===== src/rtl/regfile_wb_arbiter_if.sv =====
// Writeback bus between the two writeback requesters, the CPU stall control and the register file.
// Handshake: a requester transfers on a rising edge where its valid and ready are both 1;
// ready is driven whether or not valid is asserted, and valid never waits on ready.
interface regfile_wb_arbiter_if;
  logic        hold;
  logic        a_valid;
  logic [2:0]  a_id;
  logic [15:0] a_data;
  logic        a_ready;
  logic        b_valid;
  logic [2:0]  b_id;
  logic [15:0] b_data;
  logic        b_ready;
  logic        reg_we;
  logic [2:0]  reg_w_id;
  logic [15:0] reg_wdata;
  logic [7:0]  pend_mask;
  logic        conflict;
  logic        stage_state;

  modport slave (
    input  hold, a_valid, a_id, a_data, b_valid, b_id, b_data,
    output a_ready, b_ready, reg_we, reg_w_id, reg_wdata, pend_mask, conflict, stage_state
  );

  modport master (
    output hold, a_valid, a_id, a_data, b_valid, b_id, b_data,
    input  a_ready, b_ready, reg_we, reg_w_id, reg_wdata, pend_mask, conflict, stage_state
  );
endinterface


===== src/rtl/regfile_wb_arbiter.sv =====
// Round-robin arbiter for two register-file writeback requesters feeding a one-entry
// output stage that is stalled by the CPU hold signal.
module regfile_wb_arbiter (
  input logic             clk,
  input logic             rst,
  regfile_wb_arbiter_if.slave bus
);
  typedef enum logic {EMPTY = 1'b0, LOADED = 1'b1} stage_e;

  localparam logic LAST_A = 1'b0;
  localparam logic LAST_B = 1'b1;

  stage_e      state, state_nx;
  logic [2:0]  stg_id, stg_id_nx;
  logic [15:0] stg_d, stg_d_nx;
  logic        last, last_nx;
  logic        conflict_q, conflict_nx;
  logic        grant_a, grant_b;

  // A requester may go when the other is idle or it is the other's turn to yield.
  assign bus.a_ready = !bus.hold && (!bus.b_valid || last == LAST_B);
  assign bus.b_ready = !bus.hold && (!bus.a_valid || last == LAST_A);
  assign grant_a     = bus.a_valid && bus.a_ready;
  assign grant_b     = bus.b_valid && bus.b_ready;

  always_comb begin
    state_nx    = state;
    stg_id_nx   = stg_id;
    stg_d_nx    = stg_d;
    last_nx     = last;
    conflict_nx = bus.a_valid && bus.b_valid && (bus.a_id == bus.b_id) && !bus.hold;
    if (!bus.hold) begin
      state_nx = (grant_a || grant_b) ? LOADED : EMPTY;
      if (grant_a) begin
        stg_id_nx = bus.a_id;
        stg_d_nx  = bus.a_data;
        last_nx   = LAST_A;
      end else if (grant_b) begin
        stg_id_nx = bus.b_id;
        stg_d_nx  = bus.b_data;
        last_nx   = LAST_B;
      end
    end
  end

  // Reset leaves LAST pointing at B so that A wins the first contended cycle.
  always_ff @(posedge clk) begin
    if (rst) begin
      state      <= EMPTY;
      stg_id     <= 3'd0;
      stg_d      <= 16'd0;
      last       <= LAST_B;
      conflict_q <= 1'b0;
    end else begin
      state      <= state_nx;
      stg_id     <= stg_id_nx;
      stg_d      <= stg_d_nx;
      last       <= last_nx;
      conflict_q <= conflict_nx;
    end
  end

  assign bus.reg_we      = (state == LOADED) && !bus.hold;
  assign bus.reg_w_id    = stg_id;
  assign bus.reg_wdata   = stg_d;
  assign bus.pend_mask   = (state == LOADED) ? (8'h01 << stg_id) : 8'h00;
  assign bus.conflict    = conflict_q;
  assign bus.stage_state = state;
endmodule


===== src/flat_wrapper.sv =====
// flat-port wrapper written by rule: the top's interface ports become plain ports
module regfile_wb_arbiter_flat 
  (clk, rst, bus_hold, bus_a_valid, bus_a_id, bus_a_data, bus_b_valid, bus_b_id, bus_b_data, bus_a_ready, bus_b_ready, bus_reg_we, bus_reg_w_id, bus_reg_wdata, bus_pend_mask, bus_conflict, bus_stage_state);
  regfile_wb_arbiter_if bus_i ();
  input logic clk;
  input logic rst;
  input wire logic [$bits(bus_i.hold)-1:0] bus_hold;
  input wire logic [$bits(bus_i.a_valid)-1:0] bus_a_valid;
  input wire logic [$bits(bus_i.a_id)-1:0] bus_a_id;
  input wire logic [$bits(bus_i.a_data)-1:0] bus_a_data;
  input wire logic [$bits(bus_i.b_valid)-1:0] bus_b_valid;
  input wire logic [$bits(bus_i.b_id)-1:0] bus_b_id;
  input wire logic [$bits(bus_i.b_data)-1:0] bus_b_data;
  output wire logic [$bits(bus_i.a_ready)-1:0] bus_a_ready;
  output wire logic [$bits(bus_i.b_ready)-1:0] bus_b_ready;
  output wire logic [$bits(bus_i.reg_we)-1:0] bus_reg_we;
  output wire logic [$bits(bus_i.reg_w_id)-1:0] bus_reg_w_id;
  output wire logic [$bits(bus_i.reg_wdata)-1:0] bus_reg_wdata;
  output wire logic [$bits(bus_i.pend_mask)-1:0] bus_pend_mask;
  output wire logic [$bits(bus_i.conflict)-1:0] bus_conflict;
  output wire logic [$bits(bus_i.stage_state)-1:0] bus_stage_state;
  assign bus_i.hold = bus_hold;
  assign bus_i.a_valid = bus_a_valid;
  assign bus_i.a_id = bus_a_id;
  assign bus_i.a_data = bus_a_data;
  assign bus_i.b_valid = bus_b_valid;
  assign bus_i.b_id = bus_b_id;
  assign bus_i.b_data = bus_b_data;
  assign bus_a_ready = bus_i.a_ready;
  assign bus_b_ready = bus_i.b_ready;
  assign bus_reg_we = bus_i.reg_we;
  assign bus_reg_w_id = bus_i.reg_w_id;
  assign bus_reg_wdata = bus_i.reg_wdata;
  assign bus_pend_mask = bus_i.pend_mask;
  assign bus_conflict = bus_i.conflict;
  assign bus_stage_state = bus_i.stage_state;
  regfile_wb_arbiter u_core (.clk(clk), .rst(rst), .bus(bus_i));
endmodule

===== config.mk =====
export PLATFORM = sky130hd
export DESIGN_NAME = regfile_wb_arbiter_flat
export DESIGN_NICKNAME = d
export VERILOG_FILES = /design/src/rtl/regfile_wb_arbiter_if.sv /design/src/rtl/regfile_wb_arbiter.sv /design/src/flat_wrapper.sv
export SDC_FILE = /design/constraint.sdc
export NUM_CORES = 1
export LEC_CHECK = 0
export ABC_AREA = 1
export BUFFER_PORTS_ARGS = -buffer_cell sky130_fd_sc_hd__buf_2
export CAP_MARGIN = 15
export CORE_UTILIZATION = 39
export DETAILED_ROUTE_END_ITERATION = 16
export PLACE_DENSITY_LB_ADDON = 0.3
export SETUP_SLACK_MARGIN = 0.05
export SYNTH_ARGS = -nofsm -noshare
export SYNTH_HDL_FRONTEND = slang
export SYNTH_SLANG_ARGS = --single-unit
export TNS_END_PERCENT = 10

===== constraint.sdc =====
create_clock -name clk -period 1.1 [get_ports clk]
set_input_delay 0.22 -clock clk [delete_from_list [all_inputs] [get_ports clk]]
set_output_delay 0.22 -clock clk [all_outputs]
set_load 0.05 [all_outputs]

After elaboration in Yosys (flattened, before gate mapping):

Index checks and enable logic that the tools add are counted.

* register bits after elaboration: 22
* bits of input ports: 43
* output and inout bits: 32
* logic and storage cells: 33

* eq/ne operators: 1
* shift operators: 1
* multiplexer cells: 8
* bitwise gates (word level): 2
* reduce and logical (&&, ||, !) cells: 16

Operator list (count)
* two-way mux 16 bit: 2
* logical AND 1 bit: 8
* two-way mux 8 bit: 1
* left shift 1 x 3 -> 8 bit (first input constant): 1
* two-way mux 3 bit: 2
* == test 3 bit: 1
* zero test 1 bit: 3
* logical OR 1 bit: 3
* two-way mux 1 bit: 3
* NOT 1 bit: 2
* AND reduction 2 bit: 1
* nonzero test 2 bit: 1

Logic depth before layout (Yosys ltp):

Gate-level depths: netlist (run 1).

* depth after elaboration: 6
* gate-level depth with buffers: 8
* gate-level depth less buffers: 6

Worst setup path after synthesis (run 1):

Ideal clock, no wire load.

* kind: reg-to-output
* from: reg u_core.state (netlist: u_core.bus.stage_state)
* to: out bus_pend_mask[0]
* arrival: 1712 ps
* data required time: 880 ps
* path slack: -832 ps
* cell stages (with the launch flop): 4
* buffers on the path: 0
* path through: dfxtp_1 > inv_1 > or2_2 > nor2_1

* longest elaborated chain between the ends: 1

Ends and longest elaborated chain
* from (decl): line regfile_wb_arbiter.sv:13 `stage_e state, state_nx;`
* from (signal assigned): line regfile_wb_arbiter.sv:55 `state <= state_nx;`
* two-way mux 8 bit: line regfile_wb_arbiter.sv:66 `assign bus.pend_mask = (state == LOADED) ? (8'h01 << stg_id) : 8'h00;`
* to (decl): line flat_wrapper.sv:19 `output wire logic [$bits(bus_i.pend_mask)-1:0] bus_pend_mask;`

No other way between the ends.

Worst setup path after layout (run 1):

* from: reg u_core.state (netlist: u_core.bus.stage_state)
* to: out bus_pend_mask[3]

The elaborated chain is that of the path after synthesis.

==> results of run 1 <==
[cell usage in the layout, fill, tap and decap left out, types with 12 or more instances in the layout]
cell type	instances
nand2_1	26
nor2_1	40
dfxtp_2	19
a21oi_1	12
buf_2	42
inv_1	26
nand3_1	19
buf_8	23
o21ai_0	19
[per-layer routing]
metal  routed length, um  track usage  vias up
met5                   0            0        -
met4                  52      0.08970        0
met3                 134      0.03463        5
met2                2075       0.4113       43
met1                1548       0.2591      701
li1                    -            -      817
[synthesized netlist by cell type (all sizes together)]
| library cell | instances |
|---|---|
| nand3 | 19 |
| o21ai | 21 |
| clkbuf | 5 |
| nand2 | 30 |
| xnor2 | 1 |
| a21oi | 23 |
| nand4 | 2 |
| or2 | 1 |
| dfxtp | 22 |
| nor2 | 50 |
| inv | 28 |
| buf | 9 |
[worst max-delay path, stage by stage (launching register included)]
cell and delay, ns:
dfxtp_4 0.37, inv_2 0.03, or2_4 0.28, nor2_4 0.12
buf_8 0.15
[how the worst max path moves through the flow]
stage | start | endpoint | slack, ns | depth (start not counted)
2_1_floorplan | u_core.bus.stage_state$_SDFFE_PP0N_ | bus_pend_mask[0] | -0.20 | 3
3_3_place_gp | u_core.bus.stage_state$_SDFFE_PP0N_ | bus_pend_mask[0] | -0.12 | 4
3_5_place_dp | u_core.bus.stage_state$_SDFFE_PP0N_ | bus_pend_mask[0] | -0.13 | 4
4_1_cts | u_core.bus.stage_state$_SDFFE_PP0N_ | bus_pend_mask[0] | -0.37 | 4
5_1_grt | u_core.bus.stage_state$_SDFFE_PP0N_ | bus_pend_mask[0] | -0.44 | 4
6_report | u_core.bus.stage_state$_SDFFE_PP0N_ | bus_pend_mask[3] | -0.39 | 4
[layout make-up]
cell class | count | area share
Tap cell | 44 | 0.02473
Inverter | 28 | 0.04722
Timing Repair Buffer | 86 | 0.3558
Sequential cell | 22 | 0.2119
Clock buffer | 4 | 0.01180
Multi-Input combinational cell | 147 | 0.3485
[per-stage QoR]
step | area [um2] | utilization
2_1_floorplan | 1403 | -
3_3_place_gp | 1857 | 0.5936
3_5_place_dp | 1857 | 0.5936
4_1_cts | 2128 | 0.6804
5_1_grt | 2226 | 0.7116
6_report | 2226 | 0.7116
[state kept, by name, summed over array words and instances, names as in the netlist]
signal / flops
u_core.bus.stage_state: 1
u_core.bus.reg_w_id: 3
u_core.bus.conflict: 1
u_core.bus.reg_wdata: 16
u_core.last: 1
[power by group]
part	leakage [nW]	total [W]	internal [W]	switching, W
registers	0.189	0.000940	0.000877	0.0000624
logic	0.882	0.00102	0.000417	0.000602
clock network	0.0150	0.000389	0.000142	0.000247
total	1.09	0.00235	0.00144	0.000911
[what timing repair did]
action	CTS	global route
endpoints found under the setup margin	51	51
endpoints found under the hold margin	0	0
resized for setup	85	28
pin swaps	2	1
buffers inserted	0	1
[kinds of logic after synthesis]
family,after synthesis
simple gates,102
compound gates,44
buf+inv,42
flops,22
xor+xnor,1
==> results.yml, run 1 <==
setup_path:
  worstPathMaxFanout: 4
  r2r_slack_ns: 0.02
  crit_path_end_kind: "output pin"
  r2r_start: "u_core.last$_SDFFE_PP1P_"
  cp_data_arrival_time_ns: 1.27
  cp.required_ns: 0.88
  reg2reg_depth: 7
  critPathKind: "flip-flop to output pin"
  cp-start-kind: "flip-flop"
  reg2reg_to: "u_core.bus.reg_wdata[9]$_SDFFE_PP0P_"
synth:
  synth.net_count: 254
  netlist.area_leader.share: 0.3336
  ys_seq_elements: 22
  synthDistinctLibCells: 18
  yosys_warnings: 0
  syn_area_mm2: 0.001320
  seq_area_frac_synth: 0.3336
  synth_compound_area_frac: 0.1953
  syn-instance-count: 211
  synth_top_cell_by_area: "dfxtp_1"
  synthAdderAreaFrac: 0
  synth-simple-area-share: 0.3156
  synth.avg_cell_area_um2: 6.256
  synthMuxAreaShare: 0
  synth_xor_area_frac: 0.006635
  synth_top_family_by_area: "simple AND/OR/NAND/NOR gates"
  yosys-top-cells-area: "dfxtp_1, nor2_1, nand2_1"
pwr:
  p_per_area_mw_per_mm2: 1054
  power_w: 0.002347
  leakage_nw: 1.086
  max-vdd-ir-drop_v: 0.0005462
cells_and_area:
  multiInputGateArea_um2: 775.7
  fin_nets: 331
  fillerInstances: 265
  ff_latch_area_um2: 471.7
  area_delta_synth_final_pct: 68.63
  n_antenna_cell: 0
  final_cell_count_no_fill: 331
  final_layout_size_suffix_gt1_frac: 0.4843
run:
  drv_cap: 0
global_routing:
  grt.total_usage: 0.2259
  grt_pass1_wl_um: 6120
  grt_max_degree: 40
  overflow: 0
  grt_pass1_vias: 1405
  antenna_found_initial: 0
sta:
  hold_violations: 0
  setup_tns_ns: -3.584
  report.final.slew_viol_count: 0
  worst_pin_slew_ns: 0.2175
  rsz0062_at_grt: "true"
  worst_clock_skew_ns: 0.008208
  fin_ws_ns: -0.3881
  setup_viol: 14
  period_share: 1.353
  period_minus_slack_ns: 1.488
  max_freq_ghz: 0.6720
  relSlewSlack: 0.8547
  hold_ws_ns: 0.08011
place:
  gp_congestion: 0.7869
  port_buffers: 74
  dpl.cell_count: 326
  detailed_place_hpwl_um: 2276
  dpl_worst_slack_ns: -0.1333
clock_tree:
  cts_buffer_depth: 2
  cts.sinks: 22
  clkTransAtPathRegs_ns: 0.13
  hold_buffers: 0
  cts-root-buf: "clkbuf_4"
  htreeDepth: 1
  insertion_delay_ns: 0.31
  cts_buffers: 3
  cts_tree: "done"
detailed_routing:
  drt-pass1-iter-count: 4
  vias: 1566
  drtIter0Drc: 34
  routedWlPerCell_um: 11.51
  drc: 0
  wirelength_um: 3811
  vias_per_cell: 4.731
  ant_nets: 0
floorplan:
  fp.dieW_um: 60.18
  core-area_mm2: 0.003128
  die_y_um: 60.18
  io_pins: 75
  die_area_mm2: 0.003621
  rows: 20
  start_util: 0.4220
hold_path:
  min_to: "u_core.bus.stage_state$_SDFFE_PP0N_"
  hold_path_class: "input pin to flip-flop"
  min_from: "rst"
  whs_path_depth: 2
status:
  violations: "negative setup slack"
  outcome: "finished, violations left"
Note: power is estimated with default switching activity, not from simulation.
==> run 2: changes to the inputs <==
--- a/config.mk
+++ b/config.mk
@@ -8,7 +8,9 @@
 export ABC_AREA = 1
 export BUFFER_PORTS_ARGS = -buffer_cell sky130_fd_sc_hd__buf_2
 export CAP_MARGIN = 15
-export CORE_UTILIZATION = 39
+export CELL_PAD_IN_SITES_DETAIL_PLACEMENT = 0
+export CELL_PAD_IN_SITES_GLOBAL_PLACEMENT = 1
+export CORE_UTILIZATION = 25
 export DETAILED_ROUTE_END_ITERATION = 16
 export PLACE_DENSITY_LB_ADDON = 0.3
 export SETUP_SLACK_MARGIN = 0.05
==> constraint.sdc (replaced) <==
create_clock -name clk -period 1.1 [get_ports clk]
set_input_delay 0.22 -clock clk [delete_from_list [all_inputs] [get_ports clk]]
set_output_delay 0.22 -clock clk [all_outputs]
set_load 0.005 [all_outputs]
==> results.yml, run 2 (synthesis results as in run 1) <==
detailed_routing:
  drt-pass1-iter-count: 4
  routedWlPerCell_um: 10.13
  drc: 0
  wirelength_um: 3596
  vias_per_cell: 4.279
  vias: 1519
  ant_nets: 0
  drtIter0Drc: 77
clock_tree:
  clkTransAtPathRegs_ns: 0.08
  cts.sinks: 22
  cts_buffer_depth: 2
  htreeDepth: 1
  cts_tree: "done"
  cts-root-buf: "clkbuf_8"
  cts_buffers: 3
  insertion_delay_ns: 0.26
  cts_setup_buffers: 0
sta:
  worst_pin_slew_ns: 0.1899
  period_share: 1.172
  period_minus_slack_ns: 1.289
  fin_ws_ns: -0.1887
  hold_violations: 0
  relSlewSlack: 0.8734
  max_freq_ghz: 0.7760
  setup_viol: 8
  report.final.slew_viol_count: 0
  setup_tns_ns: -1.072
  rsz0062_at_grt: "true"
  worst_clock_skew_ns: 0.001792
cells_and_area:
  fin_nets: 329
  area_delta_synth_final_pct: 44.27
  final_common_cell: "buf_2"
  mostFrequentLayoutCells: "buf_2, nor2_1, nand2_1"
  utilization: 0.3729
  final_cell_count_no_fill: 355
  final_layout_size_suffix_gt1_frac: 0.3965
  fillerInstances: 593
  n_antenna_cell: 0
  largest_register_ffs: 16
pwr:
  leakage_nw: 1.025
  max-vdd-ir-drop_v: 0.0004521
  p_per_area_mw_per_mm2: 1079
  power_w: 0.002054
setup_path:
  cp.required_ns: 0.88
  critPathKind: "flip-flop to output pin"
  reg2reg_to: "u_core.bus.reg_wdata[11]$_SDFFE_PP0P_"
  r2r_start: "u_core.last$_SDFFE_PP1P_"
  worstPathMaxFanout: 4
  r2r_slack_ns: 0.05
  cp_data_arrival_time_ns: 1.07
  crit_path_end_kind: "output pin"
  setup.worst_path.start: "u_core.bus.stage_state$_SDFFE_PP0N_"
  reg2reg_depth: 7
  cp-start-kind: "flip-flop"
place:
  gp_congestion: 0.6836
  dpl.cell_count: 351
  port_buffers: 74
  detailed_place_hpwl_um: 2640
  dpl_worst_slack_ns: -0.006113
hold_path:
  hold_path_class: "input pin to flip-flop"
  min_from: "rst"
  whs_path_depth: 2
  min_to: "u_core.bus.stage_state$_SDFFE_PP0N_"
floorplan:
  die_y_um: 74.67
  rows: 26
  core-area_mm2: 0.005107
  die_area_mm2: 0.005575
  start_util: 0.2585
  io_pins: 75
  fp.dieW_um: 74.67
global_routing:
  antenna_found_initial: 0
  grt_pass1_wl_um: 5554
  overflow: 0
  grt_pass1_vias: 1250
  grt.total_usage: 0.1281
  grt_max_degree: 39
status:
  violations: "negative setup slack"
  outcome: "finished, violations left"
run:
  drv_cap: 0
-- run 2: cell count changes in the layout (fill, tap and decap cells not counted), moves of 3 or more --
cell | before | now
nor2_1 | 40 | 45
buf_2 | 42 | 74
clkbuf_8 | 0 | 4
clkbuf_4 | 3 | 0
nor2_4 | 9 | 1
dfxtp_2 | 19 | 5
nor2_2 | 1 | 4
buf_8 | 23 | 0
buf_6 | 11 | 1
dfxtp_1 | 1 | 17
-- run 2: layer usage --
| layer | routed length [um] | track usage | part of all wire | up-vias |
|---|---|---|---|---|
| met4 | 16 | 0.03774 | 0.0044 | 0 |
| met5 | 0 | 0 | 0 | - |
| li1 | - | - | - | 808 |
| met2 | 1724 | 0.2212 | 0.48 | 40 |
| met3 | 147 | 0.02008 | 0.041 | 2 |
| met1 | 1707 | 0.1648 | 0.47 | 669 |
-- run 2: worst max-delay path by stage --
stage | to | slack, ns | cells past startpoint
floorplan | u_core.bus.reg_wdata[0]$_SDFFE_PP0P_ | 0.05 | 7
global placement | u_core.bus.reg_wdata[13]$_SDFFE_PP0P_ | 0.009 | 7
detailed placement | u_core.bus.reg_wdata[10]$_SDFFE_PP0P_ | -0.006 | 7
CTS | bus_pend_mask[1] | -0.18 | 4
global route | bus_pend_mask[1] | -0.25 | 4
finish | bus_pend_mask[2] | -0.19 | 4
-- run 2: power breakdown --
group	total [W]	switching [W]	internal (W)
combinational	0.000558	0.000294	0.000264
clock	0.000592	0.000273	0.000319
sequential	0.000905	0.0000371	0.000868
-- run 2: repair_timing --
| action | 4_1_cts | 5_1_grt |
|---|---|---|
| endpoints found under the setup margin | 30 | 33 |
| pin swaps | 4 | 4 |
| hold endpoints to repair | 0 | 0 |
| gates resized for setup | 9 | 7 |
| hold buffers | 0 | 0 |
-- run 2: final cells by class --
class	count	area (um2)	area share
multi-input combinational	147	710.7	0.3732
timing repair buffer	84	499.2	0.2622
sequential	22	446.7	0.2346
inverter	28	105.1	0.05519
tap	70	87.58	0.04599
clock buffer	4	55.05	0.02891
-- run 2: worst max-delay path: stages, from the launching register on --
cell and delay (ns):
dfxtp_2 0.34, inv_2 0.04, or2_4 0.25, nor2_1 0.08, buf_2 0.11
-- run 2: stage by stage --
step / hold WS, ns / area (um2)
final: 0.1424 / 1904
after global routing: 0.1549 / 1904
after CTS: 0.1395 / 1891
after detailed placement: 0.4266 / 1817
after global placement: 0.4289 / 1817
after floorplan: 0.2924 / 1320
